--- config.mk ---
export PLATFORM = sky130hd
export DESIGN_NAME = seven_seg_scan_ctrl
export DESIGN_NICKNAME = d
export VERILOG_FILES = /design/src/rtl/seven_seg_pkg.sv /design/src/rtl/hex_to_seven_seg.sv /design/src/rtl/seven_seg_scan_ctrl.sv
export SDC_FILE = /design/constraint.sdc
export NUM_CORES = 1
export LEC_CHECK = 0
export CELL_PAD_IN_SITES_DETAIL_PLACEMENT = 1
export CELL_PAD_IN_SITES_GLOBAL_PLACEMENT = 1
export CORE_UTILIZATION = 44
export DETAILED_ROUTE_END_ITERATION = 8
export PLACE_DENSITY_LB_ADDON = 0.15
export RECOVER_POWER = 50
export REMOVE_ABC_BUFFERS = 1
export SYNTH_ARGS = -nofsm -noshare
export SYNTH_HDL_FRONTEND = slang
export SYNTH_SLANG_ARGS = --single-unit
--- constraint.sdc ---
create_clock -name clk -period 2.6 [get_ports clk]
set_input_delay 0.52 -clock clk [delete_from_list [all_inputs] [get_ports clk]]
set_output_delay 0.52 -clock clk [all_outputs]
set_load 0.02 [all_outputs]
--- src/rtl/seven_seg_pkg.sv ---
// Shared constants and types for the four-digit seven-segment scan controller.
package seven_seg_pkg;

    localparam int unsigned NIBBLE_W = 4;
    localparam int unsigned SEG_W    = 7;
    localparam int unsigned ANODE_W  = 4;

    localparam logic [SEG_W-1:0]   SEG_OFF   = 7'h7F;
    localparam logic [ANODE_W-1:0] ANODE_OFF = 4'hF;

    typedef logic [1:0] digit_idx_t;

    // Active-low {a..g} patterns, entry 15 (F) first down to entry 0.
    localparam logic [15:0][SEG_W-1:0] HEX_SEG = {
        7'b0111000, 7'b0110000, 7'b1000010, 7'b0110001,
        7'b1100000, 7'b0001000, 7'b0000100, 7'b0000000,
        7'b0001111, 7'b0100000, 7'b0100100, 7'b1001100,
        7'b0000110, 7'b0010010, 7'b1001111, 7'b0000001
    };

endpackage

--- src/rtl/hex_to_seven_seg.sv ---
// Combinational hex nibble to active-low seven-segment pattern decoder.
module hex_to_seven_seg
    import seven_seg_pkg::*;
(
    input  logic [NIBBLE_W-1:0] nibble_i,
    output logic [SEG_W-1:0]    seg_o
);

    assign seg_o = HEX_SEG[nibble_i];

endmodule

--- src/rtl/seven_seg_scan_ctrl.sv ---
// Four-digit multiplexed hex display driver with frame-aligned updates,
// optional leading-zero blanking and a commit acknowledge.
module seven_seg_scan_ctrl
    import seven_seg_pkg::*;
#(
    parameter int unsigned REFRESH_DIV = 50000,
    parameter int unsigned DATA_W      = 16
) (
    input  logic              clk,
    input  logic              reset,
    input  logic              enable,
    input  logic [DATA_W-1:0] data_in,
    input  logic              data_valid,
    input  logic              blank_lz,
    output logic [SEG_W-1:0]  seven_segment,
    output logic [ANODE_W-1:0] anode,
    output logic              data_ack,
    output logic              frame_done
);

    localparam int unsigned     PRE_W   = $clog2(REFRESH_DIV);
    localparam logic [PRE_W-1:0] PRE_MAX = PRE_W'(REFRESH_DIV - 1);

    logic [PRE_W-1:0]   presc_q, presc_d;
    digit_idx_t         digit_q, digit_d;
    logic [DATA_W-1:0]  disp_q, disp_d;
    logic [DATA_W-1:0]  pend_q, pend_d;
    logic               pend_flag_q, pend_flag_d;
    logic [SEG_W-1:0]   seg_q, seg_d;
    logic [ANODE_W-1:0] anode_q, anode_d;
    logic               ack_q, ack_d;
    logic               fdone_q, fdone_d;

    logic               tick_c, boundary_c, commit_c, blank_c;
    logic [NIBBLE_W-1:0] nibble_c;
    logic [SEG_W-1:0]   nibble_seg_c;

    // Select the nibble for the current slot and decide whether it is a leading zero.
    always_comb begin
        nibble_c = disp_q[3:0];
        blank_c  = 1'b0;
        case (digit_q)
            2'd1: begin
                nibble_c = disp_q[7:4];
                blank_c  = blank_lz && (disp_q[15:4] == '0);
            end
            2'd2: begin
                nibble_c = disp_q[11:8];
                blank_c  = blank_lz && (disp_q[15:8] == '0);
            end
            2'd3: begin
                nibble_c = disp_q[15:12];
                blank_c  = blank_lz && (disp_q[15:12] == '0);
            end
            default: begin
                nibble_c = disp_q[3:0];
                blank_c  = 1'b0;
            end
        endcase
    end

    hex_to_seven_seg u_hex (
        .nibble_i (nibble_c),
        .seg_o    (nibble_seg_c)
    );

    always_comb begin
        presc_d     = presc_q;
        digit_d     = digit_q;
        disp_d      = disp_q;
        pend_d      = pend_q;
        pend_flag_d = pend_flag_q;
        seg_d       = SEG_OFF;
        anode_d     = ANODE_OFF;
        ack_d       = 1'b0;
        fdone_d     = 1'b0;

        tick_c     = enable && (presc_q == PRE_MAX);
        // While disabled every cycle acts as a frame boundary so loads commit at once.
        boundary_c = enable ? (tick_c && (digit_q == 2'd3)) : 1'b1;
        commit_c   = boundary_c && pend_flag_q;

        if (enable) begin
            presc_d = tick_c ? '0 : presc_q + PRE_W'(1);
            if (tick_c) begin
                digit_d = digit_q + 2'd1;
            end
            fdone_d = boundary_c;
            if (!blank_c) begin
                anode_d = ~(4'b0001 << digit_q);
                seg_d   = nibble_seg_c;
            end
        end else begin
            presc_d = '0;
            digit_d = '0;
        end

        if (commit_c) begin
            disp_d      = pend_q;
            ack_d       = 1'b1;
            pend_flag_d = 1'b0;
        end
        // A load on the commit cycle re-arms the pending flag for the next frame.
        if (data_valid) begin
            pend_d      = data_in;
            pend_flag_d = 1'b1;
        end
    end

    always_ff @(posedge clk or posedge reset) begin
        if (reset) begin
            presc_q     <= '0;
            digit_q     <= '0;
            disp_q      <= '0;
            pend_q      <= '0;
            pend_flag_q <= 1'b0;
            seg_q       <= SEG_OFF;
            anode_q     <= ANODE_OFF;
            ack_q       <= 1'b0;
            fdone_q     <= 1'b0;
        end else begin
            presc_q     <= presc_d;
            digit_q     <= digit_d;
            disp_q      <= disp_d;
            pend_q      <= pend_d;
            pend_flag_q <= pend_flag_d;
            seg_q       <= seg_d;
            anode_q     <= anode_d;
            ack_q       <= ack_d;
            fdone_q     <= fdone_d;
        end
    end

    assign seven_segment = seg_q;
    assign anode         = anode_q;
    assign data_ack      = ack_q;
    assign frame_done    = fdone_q;

endmodule

# Yosys cells after proc, flatten, opt, wreduce, memory -nomap -nowiden

Memories as Yosys holds them, arrays and structs flattened.
Cells that the tools add are included.
Widths: inputs -> output; s select.

Bits of input ports: 21
Bits in read-only memories: 112
Memories: 1
Bits in registers: 64
Output and inout port bits: 13
Logic and storage cells: 46

Magnitude comparators: 1
Multiplexer cells: 16
Reductions and logical operators: 10
Equality and inequality tests: 5
$add $sub $neg: 2
Shift operators: 1
Bitwise gates (word level): 1

Memories:

| memory           | words | width | read ports | clocked after Yosys merged registers in | wr ports | RTL line              | source |
|---|---|---|---|---|---|---|---|
| (name not given) | 16    | 7     | 1          | 0                                       | 0        | hex_to_seven_seg.sv:9 | `assign seg_o = HEX_SEG[nibble_i];` |

Operators by type and width:

| cell                  | number |
|---|---|
| $mux 16               | 2 |
| $mux 7                | 3 |
| $add 16x1->16 const B | 1 |
| $eq 16x16->1 const B  | 1 |
| $logic_not 12->1      | 1 |
| $pmux 4 s3            | 1 |
| $logic_not 8->1       | 1 |
| $mux 4                | 2 |
| $logic_and 1x1->1     | 6 |
| $lt 4x5->1 const B    | 1 |
| $mux 1                | 5 |
| $eq 2x2->1 const B    | 2 |
| $logic_not 4->1       | 1 |
| $mux 2                | 2 |
| $not 4->4             | 1 |
| $shl 1x2->4 const A   | 1 |
| $pmux 1 s3            | 1 |
| $add 2x1->2 const B   | 1 |
| $eq 2x1->1 const B    | 1 |
| $ne 2x1->1 const B    | 1 |
| $reduce_bool 2->1     | 1 |

# Longest topological paths before layout

Gate-level depths: netlist (run 1).

Depth in word-level cells: 7
Gate-level depth with buffers: 10
Gate-level depth less buffers: 10

# Hierarchy

From an unflattened synthesis (run 1), not the netlist that was laid out.

Cell total of the unflattened synthesis: 248
Area, all modules: 3108.0 sq um

By module, submodules not included:

| module              | area an instance (sq um) | cells each | seq. area each (sq um) | times used |
|---|---|---|---|---|
| seven_seg_scan_ctrl | 2839.0                   | 215        | 1615.3                 | 1 |
| hex_to_seven_seg    | 269.0                    | 33         | 0.0                    | 1 |

# Worst setup path after synthesis (run 1)

OpenSTA, ideal clock, no wires.

Path kind: reg2reg
Start: reg digit_q[0]
End: reg seg_q[3], in the netlist seven_segment[3]
Setup slack: 412 ps
Library setup time: 88 ps
Required time: 2512 ps
Period minus slack after synthesis: 2188 ps
Cell stages (with the launch flop): 11
Data arrival time: 2100 ps
Buffers on the path: 0
Cell sequence: dfrtp_1 -> inv_1 -> ha_1 -> a222oi_1 -> mux2_2 -> inv_1 -> ha_1 -> mux2_2 -> o22ai_1 -> o21a_1 -> o21ai_1

Word-level cells in the longest chain between the ends: 6
Elaborated cells between the ends (all ways): 9
Classes of those cells: eq/ne (3); mux (5); memory (1)

RTL lines:

| item                                            | RTL line                   | source |
|---|---|---|
| start: declaration                              | seven_seg_scan_ctrl.sv:25  | `digit_idx_t digit_q, digit_d;` |
| start signal: assignment                        | seven_seg_scan_ctrl.sv:123 | `digit_q <= digit_d;` |
| $eq 2x2->1 / $eq 2x1->1 (equally long branches) | seven_seg_scan_ctrl.sv:42  | `case (digit_q)` |
| $pmux 4 s3                                      | seven_seg_scan_ctrl.sv:42  |  |
| $mem_v2 16x7                                    | --                         |  |
| $mux 7 (implied by the code)                    | hex_to_seven_seg.sv:9      |  |
| $mux 7 *                                        | seven_seg_scan_ctrl.sv:89  | `if (!blank_c) begin` |
| $mux 7 *                                        | seven_seg_scan_ctrl.sv:83  | `if (enable) begin` |
| named net seg_d[3]                              | seven_seg_scan_ctrl.sv:29  | `logic [SEG_W-1:0] seg_q, seg_d;` |
| end signal: assignment                          | seven_seg_scan_ctrl.sv:127 | `seg_q <= seg_d;` |
| end: declaration                                | seven_seg_scan_ctrl.sv:29  |  |

The timed path passes the listed nets; every way through them passes the cells marked *. The select of a mux whose other input is x is not followed.
A chain may end at the register's enable or synchronous reset.

# Final worst setup path (run 1)

Start: reg digit_q[1]
End: reg seg_q[3], in the netlist seven_segment[3]

Same word-level chain as after synthesis.

==> metrics, run 1 <==
status finished clean; WS Path Type flip-flop to flip-flop; final wirelength ~6500 um; first-pass GRT wire length 11400 um; CTS tree done; Yosys cell types 47; TritonRoute pass-1 iters 4; CTS sink count 64; row count 30; CP Depth 9; maximum fanout along the worst path 5; DRT iter0 DRCs 100; top-area cell type share of the netlist area 0.427; Die Width approximately 86 um; initial antenna violation count 0; sequential share of the synthesized area 0.520; fin crit period 2.53 ns; grt ovf 0; Place WS ~0.07 ns; EDFF count, synth 0; Final Max Slew Viols 0; CP bufs+invs 1; clock slew at reported path FFs about 0.070 ns; total number of vias 2305; cell chain of the critical path inv_1 > ha_1 > a222oi_1 > a21oi_1 > ha_1 > mux2_2 > o22ai_1 > o21a_1 > o21ai_1; Worst Setup End Kind flip-flop; Yosys top cell by area dfrtp_1; worst-margin pin slew 1.08 ns; Crit path arrival time 2.78 ns; die height about 86 um; pwr/cell area 664 nW/um2; GRT Util Overall 0.200; final setup vio count 0; placed cell count between 400 and 500; Period Utilization, post-route 0.973; hold violation total from the final report 0; Worst-Skew Late Latency around 0.34 ns; ant diodes 0; most frequent CP cell ha_1; Num CTS Buffers 9; HP Class flip-flop to flip-flop; worst reg-to-reg path cell count 9; routability cong. roughly 0.86; Post-route DRC 0; vias in the first global route about 2300; Die Footprint approximately 7400 um2; post-synthesis async set-or-reset flop share 1.00; cells after synthesis around 280; Max-slew headroom 0.278; fin worst setup slack ~0.07 ns; I/O Buffers 33; core area between 6000 and 7000 um2; ys flop type dfrtp_1; WP data required about 2.9 ns; Synth-to-Final Area Change 20.6%; layout cells sized above 1 0.186; CTS Buffer Depth 2; Slowest Stage Delay on Critical Path 0.51 ns; H-Tree Level Count 3; top post-synthesis cells by area dfrtp_1 (43%), dfstp_2 (9.3%), mux2_2 (6.5%); ANT nets after route 0; fmax 395 MHz; CP max stage cell a222oi_1; worst vdd ir 0.322 mV; root buffer cell clkbuf_8; Seq cells post-synth 64; final net count 356; Starting Density 0.457; commonest cells in the synthesized netlist dfrtp_1 (53), nand2_1 (45), mux2_2 (18), nor2_1 (18), o22ai_1 (18); Mapped Avg Cell Area 10.9 um2; Yosys warning count 0; I/O pins 34; Worst setup SP type flip-flop; vias per cell 5.44; fin cells 424; routed len/inst 15.4 um; Leak ~0.0016 uW; largest net degree at the start of global routing 50; hpwl dp 4620 um; count leader, synth dfrtp_1; max_cap viols 0; Mapped Area 3110 um2; Worst Hold Depth 1; delay-heaviest family, CP compound AO/OA/AOI/OAI gates; clk_skew 0.00946 ns
worst reg2reg max path, stage by stage (launching register included):
cell	delay, ns
dfrtp_1	0.40
inv_1	0.10
ha_1	0.26
a222oi_1	0.52
a21oi_1	0.20
ha_1	0.33
mux2_2	0.27
o22ai_1	0.14
o21a_1	0.16
o21ai_1	0.07
cell type report:
| type | instances | area [um2] |
|---|---|---|
| clock buffers | 11 | 141 |
| inverters | 11 | 41.3 |
| fillers | 776 | 3050 |
| well taps | 96 | 120 |
| clock inverters | 5 | 56.3 |
| flip-flops and latches | 64 | 1620 |
| multi-input cells | 198 | 1400 |
| repair buffers | 39 | 373 |
metrics by stage:
step,utilization,hold WS (ns),TNS (ns),instance area [um2],total power (uW)
floorplan,-,0.455,0,3060,1470
global placement,0.524,0.485,0,3560,1640
detailed placement,0.524,0.493,0,3560,1650
CTS,0.553,0.461,0,3760,2520
global route,0.552,0.519,-0.0435,3750,2600
finish,0.552,0.494,0,3750,2490
routing by layer:
metal | vias up | wire, um | track usage
met4 | 0 | 127 | 0.0864
met3 | 12 | 280 | 0.0549
met5 | - | 0 | 0
met1 | 1140 | 2980 | 0.262
met2 | 56 | 3150 | 0.313
li1 | 1097 | - | -
cell usage in the layout (no fill, tap or decap), drive strengths merged, types with 8 or more instances in the layout:
cell,Yosys,layout
o22ai,18,18
dfstp,11,11
inv,11,11
nand2,45,45
clkdlybuf4s50,0,31
clkbuf,7,11
ha,12,12
mux2,18,18
nor2,18,18
xnor2,8,8
dfrtp,53,53
timing repair:
action                     CTS  global route
setup buffers                0             1
hold buffers                 0             0
resized for setup            0             4
setup endpoints to repair    0             1
path summary, 6_finish.rpt:
kind | start | endpoint | slack, ns
min in group asynchronous | reset | pend_q[10]$_DFFE_PP0P_ | 0.67
worst min register to register | presc_q[0]$_DFF_PP0_ | presc_q[0]$_DFF_PP0_ | 0.49
max in group asynchronous | reset | pend_q[2]$_DFFE_PP0P_ | 0.45
worst min-delay path | presc_q[0]$_DFF_PP0_ | presc_q[0]$_DFF_PP0_ | 0.49
worst max register to register | digit_q[1]$_DFFE_PP0P_ | seven_segment[3]$_DFF_PP1_ | 0.07
worst max-delay path | digit_q[1]$_DFFE_PP0P_ | seven_segment[3]$_DFF_PP1_ | 0.07
report_power, final:
part	switching, uW	total, uW	leakage [uW]	internal (uW)
Clock	383	851	0.0000993	467
Combinational	237	453	0.000721	216
Sequential	62.9	1180	0.000785	1120
cells by family after synthesis:
family	after synthesis	share of synthesized area
and+or+nand+nor	98	0.163
DFF	64	0.520
AOI/OAI and AO/OA	50	0.116
muxes	24	0.0846
buffers and inverters	22	0.0286
xor gates and xnor gates	14	0.0395
adders and majority gates	12	0.0483
state kept, by name, summed over array words and instances, names as in the netlist:
register	flops
disp_q	16
pend_q	16
presc_q	16
seven_segment	7
anode	4
digit_q	2
data_ack	1
frame_done	1
pend_flag_q	1
(Power assumes the default switching activity.)
==> run 2: changes to the inputs <==
--- a/config.mk
+++ b/config.mk
@@ -9,6 +9,7 @@
 export CELL_PAD_IN_SITES_GLOBAL_PLACEMENT = 1
 export CORE_UTILIZATION = 44
 export DETAILED_ROUTE_END_ITERATION = 8
+export GPL_TIMING_DRIVEN = 0
 export PLACE_DENSITY_LB_ADDON = 0.15
 export RECOVER_POWER = 50
 export REMOVE_ABC_BUFFERS = 1
==> run 2 against run 1 <==
Compared with the run above:
- non-clock buffer count shrank 3
- final cell count fell by 0.71%
- hold slack improved by 0.014 ns
- combinational power is essentially flat
- sequential cell count unchanged
- core utilization grew 0.74 points
- via count is 0.39% lower
- clock skew is 0.00093 ns higher
- power grew 5.0%
- die area stayed put
- critical endpoint unchanged
- highest routed layer unchanged
==> metrics, run 2 (synthesized netlist as in run 1, its figures left out) <==
Worst Hold Depth 1 (unchanged); fin crit period 2.43 ns (-0.0971 ns); commonest non-fill, non-tap cell in the layout dfrtp_1; hold wc startpoint presc_q[0]$_DFF_PP0_; max_cap viols 0 (unchanged); WP data required 2.86 ns (about the same); largest net degree at the start of global routing 45 (-10%); Worst setup SP type flip-flop; ant diodes 0 (unchanged); Crit path arrival time 2.69 ns (-0.09 ns); pwr/cell area 688 nW/um2 (+3.6%); Max-slew headroom 0.259 (-0.0185); Num CTS Buffers 9 (unchanged); worst flop-to-flop path endpoint seven_segment[3]$_DFF_PP1_; fillers 736 (-5.2%); final wirelength 6660 um (+1.8%); unrepaired setup endpoints after global routing false; clock slew at reported path FFs 0.07 ns (about the same); total number of vias 2296 (-0.39%); layout cells sized above 1 0.188 (+0.00172); status finished clean; DRT iter0 DRCs 83 (-17%); core area 6790 um2 (unchanged); Leak 0.00162 uW (+1.1%); root buffer cell clkbuf_8; reg2reg start digit_q[0]$_DFFE_PP0P_; vias in the first global route 2297 (-1.8%); hold path endpoint presc_q[0]$_DFF_PP0_; worst-margin pin slew 1.11 ns (+0.0237 ns); Post-Route Utilization 0.559 (+0.00737); hpwl dp 4500 um (-2.7%); Worst-Skew Late Latency 0.35 ns (about the same); TritonRoute pass-1 iters 4 (unchanged); CTS sink count 64 (unchanged); WHS 0.508 ns (+0.0141 ns); CTS Hold Bufs 0 (unchanged); GRT Util Overall 0.202 (+0.00141); Post-route DRC 0 (unchanged); maximum fanout along the worst path 6 (+1); Starting Density 0.457 (unchanged); CTS Buffer Depth 2 (unchanged); R2R setup slack 0.17 ns (+0.10 ns); most frequent cells in the layout dfrtp_1 (53), nand2_1 (45), clkdlybuf4s50_1 (31); final instance area 3800 um2 (+1.3%); worst reg-to-reg path cell count 10 (+1); row count 30 (unchanged); I/O pins 34 (unchanged); first-pass GRT wire length 11500 um (+0.24%); largest registers disp_q (16), pend_q (16), presc_q (16); worst vdd ir 0.338 mV (+5.1%); grt ovf 0 (unchanged); Worst Setup End Kind flip-flop; routability cong. 0.790 (-7.8%); Die Footprint 7400 um2 (unchanged); vias per cell 5.45 (+0.32%); HP Class flip-flop to flip-flop; DP Area 3530 um2 (-0.84%); CTS tree done; Final Max Slew Viols 0 (unchanged); ANT nets after route 0 (unchanged); Die Width 86.0 um (unchanged); Setup crit start digit_q[0]$_DFFE_PP0P_; Synth-to-Final Area Change 22.2%; clk_skew 0.0104 ns (+0.000930 ns); H-Tree Level Count 3 (unchanged); hold violation total from the final report 0 (unchanged); final setup vio count 0 (unchanged); fmax 411 MHz (+4.0%); die height 86.0 um (unchanged); final net count 353 (-0.84%); Period Utilization, post-route 0.936 (-0.0374); WS Path Type flip-flop to flip-flop; I/O Buffers 33 (unchanged); initial antenna violation count 0 (unchanged); routed len/inst 15.8 um (+2.5%)
[run 2: cell types whose count changed in the layout (fill, tap and decap cells not counted), sizes merged]
cell and change:
bufinv +1, buf -3, clkinv -1, clkinvlp +1, clkbuf -1
[run 2: what timing repair did]
item,in CTS,in global routing
endpoints found under the setup margin,1,3
pin swaps,1,2
buffers inserted,0,2
resized for setup,1,5
[run 2: worst max-delay path by stage]
stage / depth (start not counted) / slack, ns / end
final: 10 / 0.17 / seven_segment[3]$_DFF_PP1_
after CTS: 9 / 0.01 / seven_segment[3]$_DFF_PP1_
after floorplan: 10 / 0.41 / seven_segment[3]$_DFF_PP1_
after detailed placement: 10 / 0.04 / seven_segment[3]$_DFF_PP1_
after global routing: 9 / 0.03 / seven_segment[3]$_DFF_PP1_
after global placement: 2 / -0.61 / presc_q[8]$_DFF_PP0_
[run 2: cell type report]
class                           count  area, um2  area share
Tap cell                           96        120      0.0316
Timing Repair Buffer               36        365      0.0962
Clock inverter                      6       92.6      0.0244
Multi-Input combinational cell    198       1430       0.375
Sequential cell                    64       1620       0.425
Clock buffer                       10        138      0.0362
Inverter                           11       41.3      0.0109
[run 2: critical path, cell delays in order, from the launching register on]
cell,delay [ns]
dfrtp_1,0.39
inv_1,0.11
ha_2,0.25
a222oi_1,0.37
buf_4,0.20
a21oi_1,0.09
ha_1,0.31
mux2_2,0.27
o22ai_1,0.11
o21a_1,0.16
o21ai_1,0.08
[run 2: layer usage]
layer | track usage | vias up | wire [um]
met5 | 0 | - | 0
met4 | 0.0818 | 0 | 112
met3 | 0.0462 | 10 | 184
met2 | 0.320 | 44 | 3230
met1 | 0.268 | 1151 | 3130
li1 | - | 1091 | -
[run 2: power breakdown]
| group | switching (uW) | internal [uW] | leakage [uW] |
|---|---|---|---|
| clock | 407 | 569 | 0.000109 |
| combinational | 234 | 217 | 0.000729 |
| sequential | 64.3 | 1120 | 0.000785 |
[run 2: through the flow]
stage	setup WS (ns)	cells	setup TNS [ns]	total power (uW)
after floorplan	0.412	273	0	1470
after global placement	-0.606	402	-32.20	1630
after detailed placement	0.0413	403	0	1650
after CTS	0.0130	419	0	2640
after global routing	0.0330	421	0	2740
final	0.168	421	0	2610
